## config.mk

```make
export PLATFORM = sky130hd
export DESIGN_NAME = cache_axi_wr_sched_flat
export DESIGN_NICKNAME = d
export VERILOG_FILES = /design/src/rtl/cache_axi_wr_sched_if.sv /design/src/rtl/cache_axi_wr_sched.sv /design/src/flat_wrapper.sv
export SDC_FILE = /design/constraint.sdc
export NUM_CORES = 1
export LEC_CHECK = 0
export ABC_AREA = 1
export CAP_MARGIN = 30
export CORE_UTILIZATION = 35
export CTS_CLUSTER_DIAMETER = 150
export CTS_CLUSTER_SIZE = 40
export DETAILED_ROUTE_END_ITERATION = 12
export PLACE_DENSITY = 0.65
export SLEW_MARGIN = 20
export SYNTH_ARGS = -nofsm -noshare
export SYNTH_HDL_FRONTEND = slang
export SYNTH_SLANG_ARGS = --single-unit
export TNS_END_PERCENT = 50
```

## constraint.sdc

```tcl
create_clock -name clk_i -period 2.2 [get_ports clk_i]
set_input_delay 0.22 -clock clk_i [delete_from_list [all_inputs] [get_ports clk_i]]
set_output_delay 0.22 -clock clk_i [all_outputs]
set_load 0.05 [all_outputs]
```

## src/rtl/cache_axi_wr_sched_if.sv

```systemverilog
// Handshake/select bundle between the write scheduler, the cache requesters and the AXI master port.
// The scheduler sits on the slave modport; whatever drives requesters and memory uses master.
interface cache_axi_wr_sched_if #(
  parameter int NumPorts       = 3,
  parameter int IdWidth        = 4,
  parameter int MaxOutstanding = 4
);
  localparam int CntW = $clog2(MaxOutstanding) + 1;

  logic [NumPorts-1:0] req_aw_valid_i;
  logic [NumPorts-1:0] req_aw_ready_o;
  logic                mem_aw_valid_o;
  logic                mem_aw_ready_i;
  logic [1:0]          mem_aw_sel_o;

  logic [NumPorts-1:0] req_w_valid_i;
  logic [NumPorts-1:0] req_w_last_i;
  logic [NumPorts-1:0] req_w_ready_o;
  logic                mem_w_valid_o;
  logic                mem_w_last_o;
  logic                mem_w_ready_i;
  logic [1:0]          mem_w_sel_o;

  logic                mem_b_valid_i;
  logic [IdWidth-1:0]  mem_b_id_i;
  logic                mem_b_ready_o;
  logic [NumPorts-1:0] req_b_valid_o;
  logic [NumPorts-1:0] req_b_ready_i;

  logic [CntW-1:0]     outstanding_o;
  logic                busy_o;
  logic                err_o;

  modport slave (
    input  req_aw_valid_i, mem_aw_ready_i,
    input  req_w_valid_i, req_w_last_i, mem_w_ready_i,
    input  mem_b_valid_i, mem_b_id_i, req_b_ready_i,
    output req_aw_ready_o, mem_aw_valid_o, mem_aw_sel_o,
    output req_w_ready_o, mem_w_valid_o, mem_w_last_o, mem_w_sel_o,
    output mem_b_ready_o, req_b_valid_o,
    output outstanding_o, busy_o, err_o
  );

  modport master (
    output req_aw_valid_i, mem_aw_ready_i,
    output req_w_valid_i, req_w_last_i, mem_w_ready_i,
    output mem_b_valid_i, mem_b_id_i, req_b_ready_i,
    input  req_aw_ready_o, mem_aw_valid_o, mem_aw_sel_o,
    input  req_w_ready_o, mem_w_valid_o, mem_w_last_o, mem_w_sel_o,
    input  mem_b_ready_o, req_b_valid_o,
    input  outstanding_o, busy_o, err_o
  );
endinterface

```

## src/rtl/cache_axi_wr_sched.sv

```systemverilog
// AXI write-path scheduler: round-robin AW arbitration, grant-ordered W steering, ID-based B return.
// Only handshakes and mux selects live here; payload muxing is done by the surrounding datapath.
module cache_axi_wr_sched #(
  parameter int NumPorts       = 3,
  parameter int IdWidth        = 4,
  parameter int MaxOutstanding = 4
) (
  input logic                clk_i,
  input logic                rst_i,
  cache_axi_wr_sched_if.slave bus
);
  localparam int CntW = $clog2(MaxOutstanding) + 1;
  localparam int PtrW = $clog2(MaxOutstanding);

  typedef enum logic {ST_IDLE, ST_LOCKED} state_e;

  state_e            state_q, state_d;
  logic [1:0]        lock_sel_q, lock_sel_d;
  logic [1:0]        rr_q, rr_d;
  logic [1:0]        fifo_q [MaxOutstanding];
  logic [1:0]        fifo_d [MaxOutstanding];
  logic [PtrW:0]     wr_ptr_q, wr_ptr_d, rd_ptr_q, rd_ptr_d;
  logic [CntW-1:0]   cnt_q, cnt_d;
  logic              err_q, err_d;

  logic              fifo_empty, fifo_full, can_issue;
  logic [1:0]        head;
  logic              found;
  logic [1:0]        win;
  logic [2:0]        sum;
  logic              aw_valid, aw_hs;
  logic [1:0]        aw_sel;
  logic [NumPorts-1:0] aw_ready_vec;
  logic              w_valid, w_last, w_pop, w_err;
  logic [1:0]        w_sel;
  logic [NumPorts-1:0] w_ready_vec;
  logic [1:0]        b_dst;
  logic [NumPorts-1:0] b_valid_vec;
  logic              b_ready, b_hs;
  logic              unused_id_bits;

  assign fifo_empty = (wr_ptr_q == rd_ptr_q);
  assign fifo_full  = (wr_ptr_q[PtrW] != rd_ptr_q[PtrW]) &&
                      (wr_ptr_q[PtrW-1:0] == rd_ptr_q[PtrW-1:0]);
  assign can_issue  = !fifo_full && (cnt_q < CntW'(MaxOutstanding));
  assign head       = fifo_q[rd_ptr_q[PtrW-1:0]];

  // Search starts one past the last granted requester.
  always_comb begin
    found = 1'b0;
    win   = 2'd0;
    sum   = 3'd0;
    for (int k = 1; k <= NumPorts; k++) begin
      sum = {1'b0, rr_q} + 3'(k);
      if (sum >= 3'(NumPorts)) sum = sum - 3'(NumPorts);
      if (!found && bus.req_aw_valid_i[sum[1:0]]) begin
        found = 1'b1;
        win   = sum[1:0];
      end
    end
  end

  // LOCKED keeps the presented AW stable until memory accepts it.
  always_comb begin
    aw_valid     = 1'b0;
    aw_sel       = 2'd0;
    aw_ready_vec = '0;
    if (state_q == ST_LOCKED) begin
      aw_valid = 1'b1;
      aw_sel   = lock_sel_q;
    end else if (can_issue && found) begin
      aw_valid = 1'b1;
      aw_sel   = win;
    end
    if (rst_i) begin
      aw_valid = 1'b0;
      aw_sel   = 2'd0;
    end
    if (aw_valid) aw_ready_vec[aw_sel] = bus.mem_aw_ready_i;
  end

  assign aw_hs = aw_valid && bus.mem_aw_ready_i;

  always_comb begin
    w_valid     = 1'b0;
    w_last      = 1'b0;
    w_sel       = 2'd0;
    w_ready_vec = '0;
    if (!fifo_empty) begin
      w_sel             = head;
      w_valid           = bus.req_w_valid_i[head];
      w_last            = bus.req_w_last_i[head];
      w_ready_vec[head] = bus.mem_w_ready_i;
    end
  end

  assign w_pop = w_valid && bus.mem_w_ready_i && w_last;
  assign w_err = w_valid && bus.mem_w_ready_i && fifo_empty;

  always_comb begin
    case (bus.mem_b_id_i[IdWidth-1 -: 2])
      2'b11:   b_dst = 2'd0;
      2'b10:   b_dst = 2'd1;
      default: b_dst = 2'd2;
    endcase
    b_valid_vec        = '0;
    b_valid_vec[b_dst] = bus.mem_b_valid_i && !rst_i;
    b_ready            = bus.req_b_ready_i[b_dst] && !rst_i;
  end

  assign b_hs           = bus.mem_b_valid_i && b_ready;
  assign unused_id_bits = ^bus.mem_b_id_i[IdWidth-3:0];

  always_comb begin
    state_d    = state_q;
    lock_sel_d = lock_sel_q;
    rr_d       = rr_q;
    fifo_d     = fifo_q;
    wr_ptr_d   = wr_ptr_q;
    rd_ptr_d   = rd_ptr_q;
    cnt_d      = cnt_q;
    err_d      = err_q;
    if (aw_hs) begin
      state_d                         = ST_IDLE;
      rr_d                            = aw_sel;
      fifo_d[wr_ptr_q[PtrW-1:0]]      = aw_sel;
      wr_ptr_d                        = wr_ptr_q + (PtrW+1)'(1);
    end else if (aw_valid && state_q == ST_IDLE) begin
      state_d    = ST_LOCKED;
      lock_sel_d = aw_sel;
    end
    if (w_pop) rd_ptr_d = rd_ptr_q + (PtrW+1)'(1);
    case ({aw_hs, b_hs})
      2'b10:   cnt_d = cnt_q + CntW'(1);
      2'b01:   if (cnt_q != '0) cnt_d = cnt_q - CntW'(1);
      default: cnt_d = cnt_q;
    endcase
    if (b_hs && cnt_q == '0) err_d = 1'b1;
    if (w_err) err_d = 1'b1;
  end

  always_ff @(posedge clk_i or posedge rst_i) begin
    if (rst_i) begin
      state_q    <= ST_IDLE;
      lock_sel_q <= 2'd0;
      rr_q       <= 2'd0;
      fifo_q     <= '{default: 2'd0};
      wr_ptr_q   <= '0;
      rd_ptr_q   <= '0;
      cnt_q      <= '0;
      err_q      <= 1'b0;
    end else begin
      state_q    <= state_d;
      lock_sel_q <= lock_sel_d;
      rr_q       <= rr_d;
      fifo_q     <= fifo_d;
      wr_ptr_q   <= wr_ptr_d;
      rd_ptr_q   <= rd_ptr_d;
      cnt_q      <= cnt_d;
      err_q      <= err_d;
    end
  end

  assign bus.mem_aw_valid_o = aw_valid;
  assign bus.mem_aw_sel_o   = aw_sel;
  assign bus.req_aw_ready_o = aw_ready_vec;
  assign bus.mem_w_valid_o  = w_valid;
  assign bus.mem_w_last_o   = w_last;
  assign bus.mem_w_sel_o    = w_sel;
  assign bus.req_w_ready_o  = w_ready_vec;
  assign bus.req_b_valid_o  = b_valid_vec;
  assign bus.mem_b_ready_o  = b_ready;
  assign bus.outstanding_o  = cnt_q;
  assign bus.busy_o         = (cnt_q != '0) || !fifo_empty;
  assign bus.err_o          = err_q;
endmodule
```

## src/flat_wrapper.sv

```systemverilog
// flat-port wrapper written by rule: the top's interface ports become plain ports
module cache_axi_wr_sched_flat 
#(
  parameter int NumPorts       = 3,
  parameter int IdWidth        = 4,
  parameter int MaxOutstanding = 4
)
  (clk_i, rst_i, bus_req_aw_valid_i, bus_mem_aw_ready_i, bus_req_w_valid_i, bus_req_w_last_i, bus_mem_w_ready_i, bus_mem_b_valid_i, bus_mem_b_id_i, bus_req_b_ready_i, bus_req_aw_ready_o, bus_mem_aw_valid_o, bus_mem_aw_sel_o, bus_req_w_ready_o, bus_mem_w_valid_o, bus_mem_w_last_o, bus_mem_w_sel_o, bus_mem_b_ready_o, bus_req_b_valid_o, bus_outstanding_o, bus_busy_o, bus_err_o);
  cache_axi_wr_sched_if #(.NumPorts(NumPorts), .IdWidth(IdWidth), .MaxOutstanding(MaxOutstanding)) bus_i ();
  input logic clk_i;
  input logic rst_i;
  input wire logic [$bits(bus_i.req_aw_valid_i)-1:0] bus_req_aw_valid_i;
  input wire logic [$bits(bus_i.mem_aw_ready_i)-1:0] bus_mem_aw_ready_i;
  input wire logic [$bits(bus_i.req_w_valid_i)-1:0] bus_req_w_valid_i;
  input wire logic [$bits(bus_i.req_w_last_i)-1:0] bus_req_w_last_i;
  input wire logic [$bits(bus_i.mem_w_ready_i)-1:0] bus_mem_w_ready_i;
  input wire logic [$bits(bus_i.mem_b_valid_i)-1:0] bus_mem_b_valid_i;
  input wire logic [$bits(bus_i.mem_b_id_i)-1:0] bus_mem_b_id_i;
  input wire logic [$bits(bus_i.req_b_ready_i)-1:0] bus_req_b_ready_i;
  output wire logic [$bits(bus_i.req_aw_ready_o)-1:0] bus_req_aw_ready_o;
  output wire logic [$bits(bus_i.mem_aw_valid_o)-1:0] bus_mem_aw_valid_o;
  output wire logic [$bits(bus_i.mem_aw_sel_o)-1:0] bus_mem_aw_sel_o;
  output wire logic [$bits(bus_i.req_w_ready_o)-1:0] bus_req_w_ready_o;
  output wire logic [$bits(bus_i.mem_w_valid_o)-1:0] bus_mem_w_valid_o;
  output wire logic [$bits(bus_i.mem_w_last_o)-1:0] bus_mem_w_last_o;
  output wire logic [$bits(bus_i.mem_w_sel_o)-1:0] bus_mem_w_sel_o;
  output wire logic [$bits(bus_i.mem_b_ready_o)-1:0] bus_mem_b_ready_o;
  output wire logic [$bits(bus_i.req_b_valid_o)-1:0] bus_req_b_valid_o;
  output wire logic [$bits(bus_i.outstanding_o)-1:0] bus_outstanding_o;
  output wire logic [$bits(bus_i.busy_o)-1:0] bus_busy_o;
  output wire logic [$bits(bus_i.err_o)-1:0] bus_err_o;
  assign bus_i.req_aw_valid_i = bus_req_aw_valid_i;
  assign bus_i.mem_aw_ready_i = bus_mem_aw_ready_i;
  assign bus_i.req_w_valid_i = bus_req_w_valid_i;
  assign bus_i.req_w_last_i = bus_req_w_last_i;
  assign bus_i.mem_w_ready_i = bus_mem_w_ready_i;
  assign bus_i.mem_b_valid_i = bus_mem_b_valid_i;
  assign bus_i.mem_b_id_i = bus_mem_b_id_i;
  assign bus_i.req_b_ready_i = bus_req_b_ready_i;
  assign bus_req_aw_ready_o = bus_i.req_aw_ready_o;
  assign bus_mem_aw_valid_o = bus_i.mem_aw_valid_o;
  assign bus_mem_aw_sel_o = bus_i.mem_aw_sel_o;
  assign bus_req_w_ready_o = bus_i.req_w_ready_o;
  assign bus_mem_w_valid_o = bus_i.mem_w_valid_o;
  assign bus_mem_w_last_o = bus_i.mem_w_last_o;
  assign bus_mem_w_sel_o = bus_i.mem_w_sel_o;
  assign bus_mem_b_ready_o = bus_i.mem_b_ready_o;
  assign bus_req_b_valid_o = bus_i.req_b_valid_o;
  assign bus_outstanding_o = bus_i.outstanding_o;
  assign bus_busy_o = bus_i.busy_o;
  assign bus_err_o = bus_i.err_o;
  cache_axi_wr_sched #(.NumPorts(NumPorts), .IdWidth(IdWidth), .MaxOutstanding(MaxOutstanding)) u_core (.clk_i(clk_i), .rst_i(rst_i), .bus(bus_i));
endmodule
```

### Word level (Yosys, flattened, before mapping)

Cells that the tools add are included.

* add/sub/neg operators: 10
* magnitude comparators: 16
* equal/unequal tests: 8
* mux-type cells: 51
* bitwise gates (word level): 7
* reduce and logical (&&, ||, !) cells: 31

Operators by type and width (number)
* two-way mux 2 bit: 13
* two-way mux 1 bit: 21
* logical AND 1 bit: 18
* less-than comparator 2 x 3 -> 1 bit, second input constant: 6
* binary-select mux 1 bit (select 2 bit): 6
* adder 3 x 1 -> 3 bit, second input constant: 3
* AND 3 bit: 3
* greater-or-equal comparator 3 x 2 -> 1 bit, second input constant: 3
* two-way mux 3 bit: 3
* bitwise mux 8 bit: 1
* adder 2 x 2 -> 3 bit, second input constant: 2
* demux 1 bit (select 2 bit): 3
* equality test 2 bit, second input constant: 3
* greater-or-equal comparator 2 x 1 -> 1 bit, second input constant: 3
* greater-or-equal comparator 3 bit, second input constant: 2
* inverter 2 -> 3 bit: 2
* case mux 3 bit (2 select lines): 1
* nonzero test 2 bit: 3
* subtractor 2 bit, second input constant: 3
* zero test 1 bit: 5
* binary-select mux 2 bit (select 2 bit): 1
* demux 2 bit (select 2 bit): 1
* case mux 2 bit (2 select lines): 1
* AND reduction 2 bit: 2
* other kinds (13): 14

* flip-flop bits (word level): 23
* output and inout port bits: 22

### Depth between registers and ports, before layout

Gate-level depths: netlist of the first run.

* depth in word-level cells: 22
* depth in mapped cells: 22

### Least setup slack after synthesis of the first run

OpenSTA, ideal clock, no wires.

* kind: register to output
* start: reg u_core.rr_q[0]
* end: out bus_req_aw_ready_o[0]
* arrival: 2.729 ns
* data required time: 1.980 ns
* path slack: -0.749 ns
* stages on the path, launching flop included: 14
* path through: dfrtp_1 > inv_1 > ha_1 > inv_2 > nand2_1 > nand2_1 > nand2_1 > nand2_2 > nor2_2 > a21oi_1 > o21ai_0 > nand3_2 > a21oi_4 > nor3_1

* cells in the longest elaborated chain, start to end: 22
* elaborated cells between the ends (all ways): 42
* those cells by class: 6 x add/sub; 5 x order compare; 24 x mux; 1 x bitwise; 6 x reduce/logical

RTL lines
* start, declared: line cache_axi_wr_sched.sv:19 `logic [1:0] rr_q, rr_d;`
* start signal, assigned: line cache_axi_wr_sched.sv:155 `rr_q <= rr_d;`
* adder 2 x 1 -> 3 bit: line cache_axi_wr_sched.sv:54 `sum = {1'b0, rr_q} + 3'(k);`
* greater-or-equal comparator 3 x 2 -> 1 bit or subtractor 2 bit (tied branches): line cache_axi_wr_sched.sv:55 `if (sum >= 3'(NumPorts)) sum = sum - 3'(NumPorts);`
* two-way mux 2 bit: line cache_axi_wr_sched.sv:55
* binary-select mux 1 bit (select 2 bit): line cache_axi_wr_sched.sv:56 `if (!found && bus.req_aw_valid_i[sum[1:0]]) begin`
* two-way mux 1 bit (not written as such): line cache_axi_wr_sched.sv:56
* two-way mux 1 bit: line cache_axi_wr_sched.sv:56
* zero test 1 bit: line cache_axi_wr_sched.sv:56
* logical AND 1 bit: line cache_axi_wr_sched.sv:56
* [7 not listed]
* two-way mux 2 bit (*): line cache_axi_wr_sched.sv:75 `if (rst_i) begin`
* via bus_mem_aw_sel_o[0]: line flat_wrapper.sv:22 `output wire logic [$bits(bus_i.mem_aw_sel_o)-1:0] bus_mem_aw_sel_o;`
* less-than comparator 2 x 3 -> 1 bit (not written as such) or greater-or-equal comparator 2 x 1 -> 1 bit (tied branches): line cache_axi_wr_sched.sv:79 `if (aw_valid) aw_ready_vec[aw_sel] = bus.mem_aw_ready_i;`
* logical AND 1 bit (not written as such): line cache_axi_wr_sched.sv:79
* two-way mux 1 bit (not written as such): line cache_axi_wr_sched.sv:79
* demux 1 bit (select 2 bit) (*)
* AND 3 bit (no source line) (*)
* two-way mux 3 bit (*): line cache_axi_wr_sched.sv:79
* end, declared: line flat_wrapper.sv:20 `output wire logic [$bits(bus_i.req_aw_ready_o)-1:0] bus_req_aw_ready_o;`

Mark *: on every way through the listed nets, which the timed path passes. The rest lies on a longest branch. The select of a mux whose other input is x is not followed.

### Final worst setup path of the first run

* start: reg u_core.rr_q[0]
* end: out bus_mem_aw_sel_o[1]

* cells in the longest elaborated chain, start to end: 16
* elaborated cells between the ends (all ways): 32
* those cells by class: 6 x add/sub; 3 x order compare; 18 x mux; 5 x reduce/logical

RTL lines
* adder 2 x 1 -> 3 bit: line cache_axi_wr_sched.sv:54
* greater-or-equal comparator 3 x 2 -> 1 bit or subtractor 2 bit (tied branches): line cache_axi_wr_sched.sv:55
* two-way mux 2 bit: line cache_axi_wr_sched.sv:55
* binary-select mux 1 bit (select 2 bit): line cache_axi_wr_sched.sv:56
* two-way mux 1 bit (not written as such): line cache_axi_wr_sched.sv:56
* two-way mux 1 bit: line cache_axi_wr_sched.sv:56
* zero test 1 bit: line cache_axi_wr_sched.sv:56
* logical AND 1 bit: line cache_axi_wr_sched.sv:56
* two-way mux 1 bit: line cache_axi_wr_sched.sv:56
* zero test 1 bit: line cache_axi_wr_sched.sv:56
* logical AND 1 bit: line cache_axi_wr_sched.sv:56
* two-way mux 1 bit: line cache_axi_wr_sched.sv:56
* logical AND 1 bit: line cache_axi_wr_sched.sv:71 `end else if (can_issue && found) begin`
* two-way mux 2 bit (*): line cache_axi_wr_sched.sv:71
* two-way mux 2 bit (*): line cache_axi_wr_sched.sv:68 `if (state_q == ST_LOCKED) begin`
* two-way mux 2 bit (*): line cache_axi_wr_sched.sv:75
* end, declared: line flat_wrapper.sv:22

Every way passes the cells marked *; elsewhere a longest branch is shown, timed or not. The select of a mux whose other input is x is not followed.

==> run metrics, run 1 <==
status complete, but fails checks; violated checks negative setup slack; EDFF count, synth 0; Worst-Margin Slew about 0.63 ns; # rows 24; IO Pins 43; Placer Congestion around 0.79; largest net degree at the start of global routing 13; largest family of logic cells by synthesized area simple AND/OR/NAND/NOR gates; clock skew between 0.002 and 0.0025 ns; GRT Residual Overflow 0; Synth Warn # 0; Tcrit/Tclk final 1.15; Critical Setup Path Class register to output port; Detailed Route WL 4070 µm; Area after DPL 2490 µm²; final worst setup slack -0.339 ns; Req. time, crit path 1.98 ns; Post-synth top cells 89 x nand2_1, 38 x inv_1, 23 x dfrtp_1; LEAKAGE 1.35 nW; ant diodes 0; Slew HR 0.578; clk_lat worst skew 0.26 ns; post-route cell area 2740 µm²; die area 5020 µm²; reg2reg end u_core.bus.outstanding_o[2]$_DFFE_PP0P_; Worst R2R Path Depth 23; WP data arrival about 2.3 ns; Post-Synth Simple-Gate Area 0.373; via count 1732; die span in x 70.9 µm; Fin. Hold Viols 0; Post-Syn Area 1660 µm²; Hold Buf Count CTS 0; Synth Area in Compound Gates 0.0799; Slew Limit Fails 0; Synth async-reset ratio 1.00; drt via density 4.69; Avg Cell Area, Syn 6.83 µm²; pwr dens 1660 nW/µm²; fill count 365; Clock Tree Buf Depth 2; gr usage total 0.162; die height 70.9 µm; antenna violations before repair 0; post-synth top area cell dfrtp_1; fin nets 348; VDD IR max between 0.0008 and 0.0009 V; DP Worst Slack -0.0746 ns; Area Growth Syn to Fin 65.4%; leading post-synthesis cells by cell area dfrtp_1 35%, nand2_1 20%, inv_1 8.6%; syn nets 273; reg2reg setup slack -0.18 ns; Yosys cell types 24; vias in the first global route roughly 1.6k; cells after synthesis 243; hpwl dp 3140 µm; Post-Synth XOR/XNOR Area 0.0317; area fraction of the dominant cell type after synthesis 0.347; CTS tree built; core area approximately 4400 µm²; DRC viols 0; Post-DRT Antenna Nets 0; unrepaired setup endpoints after global routing true; Worst-path clk slew 0.08 ns; # H-tree levels 1; CTS Root Cell clkbuf_8; nature of the critical path endpoint output port; Hold Path Class primary input to asynchronous set/reset pin; drt pass-1 iters 6; top_reg_cell synth dfrtp_1; # setup viols final 9; post-synthesis mux area share 0; IO buf count 40; share of layout cells above drive strength 1 0.303; Max Cap Violations 0; first-pass GRT wire length roughly 6700 µm; post-synthesis sequential area ratio 0.347; r2r startpoint u_core.rr_q[0]$_DFFE_PP0P_; CTS buffer count 3; initial core utilization 0.373; adder-cell area share of the yosys netlist 0.0679; WL/cell 11.0 µm; Sink Count 23; startpoint types register; count leader, synth nand2_1; Final Critical Period ~2.5 ns; Total Power between 4 and 5 mW; f_max 394 MHz; First DRT Iteration DRCs 64; #FFs+latches synth 23; CP max FO 6
-- per-layer routing --
| layer | GRT usage | up-vias | wire (µm) |
|---|---|---|---|
| li1 | - | 909 | - |
| met1 | 0.212 | 801 | 1900 |
| met2 | 0.276 | 20 | 2040 |
| met3 | 0.0342 | 2 | 108 |
| met4 | 0.0333 | 0 | 17 |
| met5 | 0 | - | 0 |
-- per-stage QoR --
step,util,cells,hold WS [ns],setup TNS (ns)
after global placement,0.561,357,0.456,-0.120
final,0.617,369,0.455,-1.91
after floorplan,-,243,0.263,-0.998
after CTS,0.587,365,0.466,-1.37
after detailed placement,0.561,357,0.464,-0.246
after global routing,0.617,369,0.499,-4.31
-- cell type report --
class | instances | area (µm²) | share of cell area
multi-input combinational | 178 | 1090 | 0.398
timing repair buffer | 71 | 807 | 0.294
sequential | 23 | 576 | 0.210
inverter | 41 | 159 | 0.0579
tap | 52 | 65.1 | 0.0237
clock buffer | 4 | 45.0 | 0.0164
-- registers in the layout, summed over array words and instances, names as in the netlist --
signal                    flops
u_core.lock_sel_q             2
u_core.fifo_q                 8
u_core.state_q                1
u_core.bus.err_o              1
u_core.wr_ptr_q               3
u_core.rd_ptr_q               3
u_core.bus.outstanding_o      3
u_core.rr_q                   2
-- worst max-delay path by stage --
stage                                     from                                      end  slack, ns  cells past startpoint
floorplan           u_core.rr_q[0]$_DFFE_PP0P_                    bus_req_aw_ready_o[1]      -0.34                     14
global placement    u_core.rr_q[1]$_DFFE_PP0P_  u_core.bus.outstanding_o[2]$_DFFE_PP0P_      -0.05                     21
detailed placement  u_core.rr_q[1]$_DFFE_PP0P_  u_core.bus.outstanding_o[2]$_DFFE_PP0P_      -0.07                     21
CTS                 u_core.rr_q[0]$_DFFE_PP0P_                    bus_req_aw_ready_o[1]      -0.30                     15
global route        u_core.rr_q[0]$_DFFE_PP0P_                    bus_req_aw_ready_o[1]      -0.49                     15
finish              u_core.rr_q[0]$_DFFE_PP0P_                      bus_mem_aw_sel_o[1]      -0.34                     14
-- power by group --
part | switching, mW | leakage [nW] | total (mW) | internal (mW)
logic | 2.01 | 1.05 | 3.48 | 1.47
registers | 0.187 | 0.284 | 0.806 | 0.619
clock network | 0.137 | 0.0228 | 0.266 | 0.129
total | 2.34 | 1.35 | 4.56 | 2.22
-- placed cells by master (no fill, tap or decap), types with 3 or more instances in the layout --
master	synthesis	routed
o21ai_0	7	6
nor2_4	0	6
buf_6	1	3
xor2_1	4	4
nand3_2	4	5
nand2_4	0	4
dfrtp_1	23	23
nand2_1	89	82
nor2_1	12	6
inv_2	2	3
a31oi_1	4	3
nor3_1	8	7
clkbuf_8	0	3
clkdlybuf4s50_1	0	22
nand2_2	7	10
buf_4	0	29
nand3_1	18	16
inv_1	38	36
buf_12	0	16
ha_1	9	6
a21oi_1	6	4
-- critical path, stage by stage, from the launching register on --
cell     delay [ns]
dfrtp_1        0.37
inv_2          0.07
ha_4           0.31
inv_4          0.05
nand2_2        0.05
nand3_2        0.09
nand2_2        0.11
nand2_2        0.07
nor2_4         0.13
a21oi_1        0.05
o21ai_0        0.10
nand3_2        0.14
buf_4          0.17
a21oi_4        0.18
buf_12         0.16
-- logic make-up after synthesis --
group / after synthesis
simple gates: 142
xor+xnor: 6
buf+inv: 42
fa+ha+maj: 9
flops: 23
compound gates: 21
-- what timing repair did --
| item | 4_1_cts | 5_1_grt |
|---|---|---|
| pin swaps | 7 | 5 |
| setup endpoints to repair | 7 | 23 |
| setup buffers | 4 | 4 |
| gates resized for setup | 12 | 23 |
Note: power is estimated with default switching activity, not from simulation.
==> run 2: changes to the inputs <==
--- a/config.mk
+++ b/config.mk
@@ -6,11 +6,12 @@
 export NUM_CORES = 1
 export LEC_CHECK = 0
 export ABC_AREA = 1
-export CAP_MARGIN = 30
+export CAP_MARGIN = 10
 export CORE_UTILIZATION = 35
 export CTS_CLUSTER_DIAMETER = 150
 export CTS_CLUSTER_SIZE = 40
 export DETAILED_ROUTE_END_ITERATION = 12
+export GPL_TIMING_DRIVEN = 0
 export PLACE_DENSITY = 0.65
 export SLEW_MARGIN = 20
 export SYNTH_ARGS = -nofsm -noshare
==> run 2 against run 1 <==
The run still ends with negative setup slack left; first-iteration DRC count shrank 9.4%; global-route usage grew 1.1 points; clock-buffer cell count shrank 1; largest power group unchanged; clock power grew 2%.
==> run metrics, run 2 (synthesis gave the netlist of run 1 again) <==
status complete, but fails checks; violated checks negative setup slack; Max Cap Violations 0 (unchanged); initial core utilization 0.373 (unchanged); Hold Buf Count CTS 0 (unchanged); Tcrit/Tclk final 1.20 (+0.0423); CTS buffer count 3 (unchanged); clock skew 0.00554 ns (+0.00320 ns); GR Util met1 0.231 (+0.0185); LEAKAGE 1.28 nW (-5.2%); GR Layer Usage met2 0.291 (+0.0150); core area 4440 µm² (unchanged); Area Growth Syn to Fin 54.1%; Most Crowded Layer GR met2; # setup viols final 12 (+3); Sink Count 23 (unchanged); hpwl dp 2820 µm (-10%); CP most frequent cell nand2_2; die area 5020 µm² (unchanged); slowest cell delay on critical path 0.39 ns (+0.02 ns); largest net degree at the start of global routing 14 (+1); internal power 1.98 mW (-11%); Sw Share 0.548 (+0.0349); f_max 380 MHz (-3.5%); Critical Setup Path Class register to output port; Multi-input gate area 1100 µm² (+0.46%); WP data arrival 2.41 ns (+0.09 ns); CP max FO 6 (unchanged); antenna violations before repair 0 (unchanged); clock power share 0.062 (+0.004); drt pass-1 iters 6 (unchanged); nature of the critical path endpoint output port; CP top delay family simple AND/OR/NAND/NOR gates; GRT Residual Overflow 0 (unchanged); # H-tree levels 1 (unchanged); Slew Limit Fails 0 (unchanged); via count 1726 (-0.35%); IO Pins 43 (unchanged); Reg power frac 0.185 (+0.008); Final Critical Period 2.63 ns (+0.0930 ns); Top reg by flops u_core.fifo_q; Fin. Hold Viols 0 (unchanged); Sw Pwr 2.40 mW (+2.6%); Detailed Route WL 4380 µm (+7.7%); Slew HR 0.567 (-0.0105); most frequent cells in the layout 77 x nand2_1, 31 x inv_1, 22 x clkdlybuf4s50_1, 22 x dfrtp_1, 17 x buf_4; IO buf count 40 (unchanged); Placer Congestion 0.733 (-7.2%); first-pass GRT wire length 6920 µm (+3.8%); Req. time, crit path 1.98 ns (about the same); clk_lat worst skew 0.27 ns (about the same); CTS Root Cell clkbuf_8; worst-path cell chain inv_2, ha_4, nand2_2, nand2_2, nand2_4, nand2_4, nor2_4, buf_4, a21oi_1, o21ai_1, nand3_2, nand2_2, nand2_1, nor2_2, buf_6; commonest non-fill, non-tap cell in the layout nand2_1; gr usage total 0.172 (+0.0105); Final Hold Slack 0.489 ns (+0.0340 ns); unrepaired setup endpoints after global routing true; Post-DRT Antenna Nets 0 (unchanged); WL/cell 12.1 µm (+9.5%); final worst setup slack -0.432 ns (-0.0930 ns); VDD IR max 0.00103 V (+19%); setup TNS -2.82 ns (-0.912 ns); pwr dens 1710 nW/µm² (+3.1%); Clock Tree Buf Depth 2 (unchanged); die span in x 70.9 µm (unchanged); die height 70.9 µm (unchanged); vias in the first global route 1578 (-3.0%); M3 GR Usage 0.0342 (unchanged); fill count 413 (+13%); First DRT Iteration DRCs 58 (-9.4%); Worst-Margin Slew 0.645 ns (+0.0171 ns); startpoint types register; drt via density 4.75 (+1.3%); Worst-path clk slew 0.08 ns (about the same); # rows 24 (unchanged); DRC viols 0 (unchanged); CP max stage cell dfrtp_1; fin util 0.575 (-0.0422); combinational share of power 0.753 (-0.012); ant diodes 0 (unchanged); fin nets 342 (-1.7%); CTS tree built; share of layout cells above drive strength 1 0.305 (+0.00263); max reg flops 8 (unchanged); Hold Path Class register to register; Storage cell area 577 µm² (+0.22%); Crit path buffers/inverters 3 (-1)
## run 2: cell count changes in the layout (fill, tap and decap cells not counted), moves of 5 or more
cell | before | now
buf_4 | 29 | 17
nand2_1 | 82 | 77
buf_6 | 3 | 11
inv_1 | 36 | 31
dlygate4sd2_1 | 0 | 7
buf_12 | 16 | 0
## run 2: through the flow
step                      setup WS [ns]  area (µm²)  power (mW)  std cells
after floorplan                  -0.340        1710        2.75        243
after global placement            -1.13        2180        3.38        335
after detailed placement          -1.14        2180        3.41        335
after CTS                        -0.349        2370        3.88        356
after global routing             -0.548        2560        4.70        363
final                            -0.432        2560        4.37        363
## run 2: worst paths after layout
path,from,endpoint,slack [ns],depth (start not counted)
setup / recovery,u_core.rr_q[0]$_DFFE_PP0P_,bus_req_aw_ready_o[2],-0.43,15
hold reg to reg,u_core.wr_ptr_q[2]$_DFFE_PP0P_,u_core.wr_ptr_q[2]$_DFFE_PP0P_,0.49,1
setup reg to reg,u_core.rr_q[0]$_DFFE_PP0P_,u_core.fifo_q[1]$_DFFE_PP0P_,-0.16,17
min in group asynchronous,rst_i,u_core.state_q$_DFFE_PP0P_,0.58,3
max in group asynchronous,rst_i,u_core.bus.outstanding_o[0]$_DFFE_PP0P_,1.26,2
hold / removal,u_core.wr_ptr_q[2]$_DFFE_PP0P_,u_core.wr_ptr_q[2]$_DFFE_PP0P_,0.49,1
## run 2: power by group through the flow
stage,sequential [mW],combinational [mW],clock (mW)
finish,0.808,3.30,0.270
global placement,0.805,2.58,0
CTS,0.804,2.80,0.277
global route,0.839,3.57,0.291
floorplan,0.894,1.86,0
detailed placement,0.811,2.60,0
## run 2: cell type report
type | instances | area share
sequential | 23 | 0.226
timing repair inverter | 1 | 0.00196
clock buffer | 3 | 0.0162
inverter | 41 | 0.0646
tap | 52 | 0.0255
clock inverter | 1 | 0.00196
timing repair buffer | 63 | 0.231
multi-input combinational | 178 | 0.429
buffer | 1 | 0.00441
## run 2: what timing repair did
item,in CTS,in global routing
pin swaps,14,13
setup endpoints to repair,32,27
resized for setup,79,39
setup buffers,16,7
cloned,1,0
## run 2: routing by layer
metal,wire (µm),vias up
met5,0,-
met4,32,0
met3,139,4
met2,2180,24
met1,2030,805
li1,-,893
==> run 3: changes to the inputs <==
--- a/config.mk
+++ b/config.mk
@@ -6,12 +6,13 @@
 export NUM_CORES = 1
 export LEC_CHECK = 0
 export ABC_AREA = 1
-export CAP_MARGIN = 10
+export CAP_MARGIN = 20
 export CORE_UTILIZATION = 35
-export CTS_CLUSTER_DIAMETER = 150
+export CTS_CLUSTER_DIAMETER = 50
 export CTS_CLUSTER_SIZE = 40
 export DETAILED_ROUTE_END_ITERATION = 12
 export GPL_TIMING_DRIVEN = 0
+export HOLD_SLACK_MARGIN = 0.06
 export PLACE_DENSITY = 0.65
 export SLEW_MARGIN = 20
 export SYNTH_ARGS = -nofsm -noshare
==> results of run 3 <==
Final layout, timing and power as in run 2 (identical DEF).
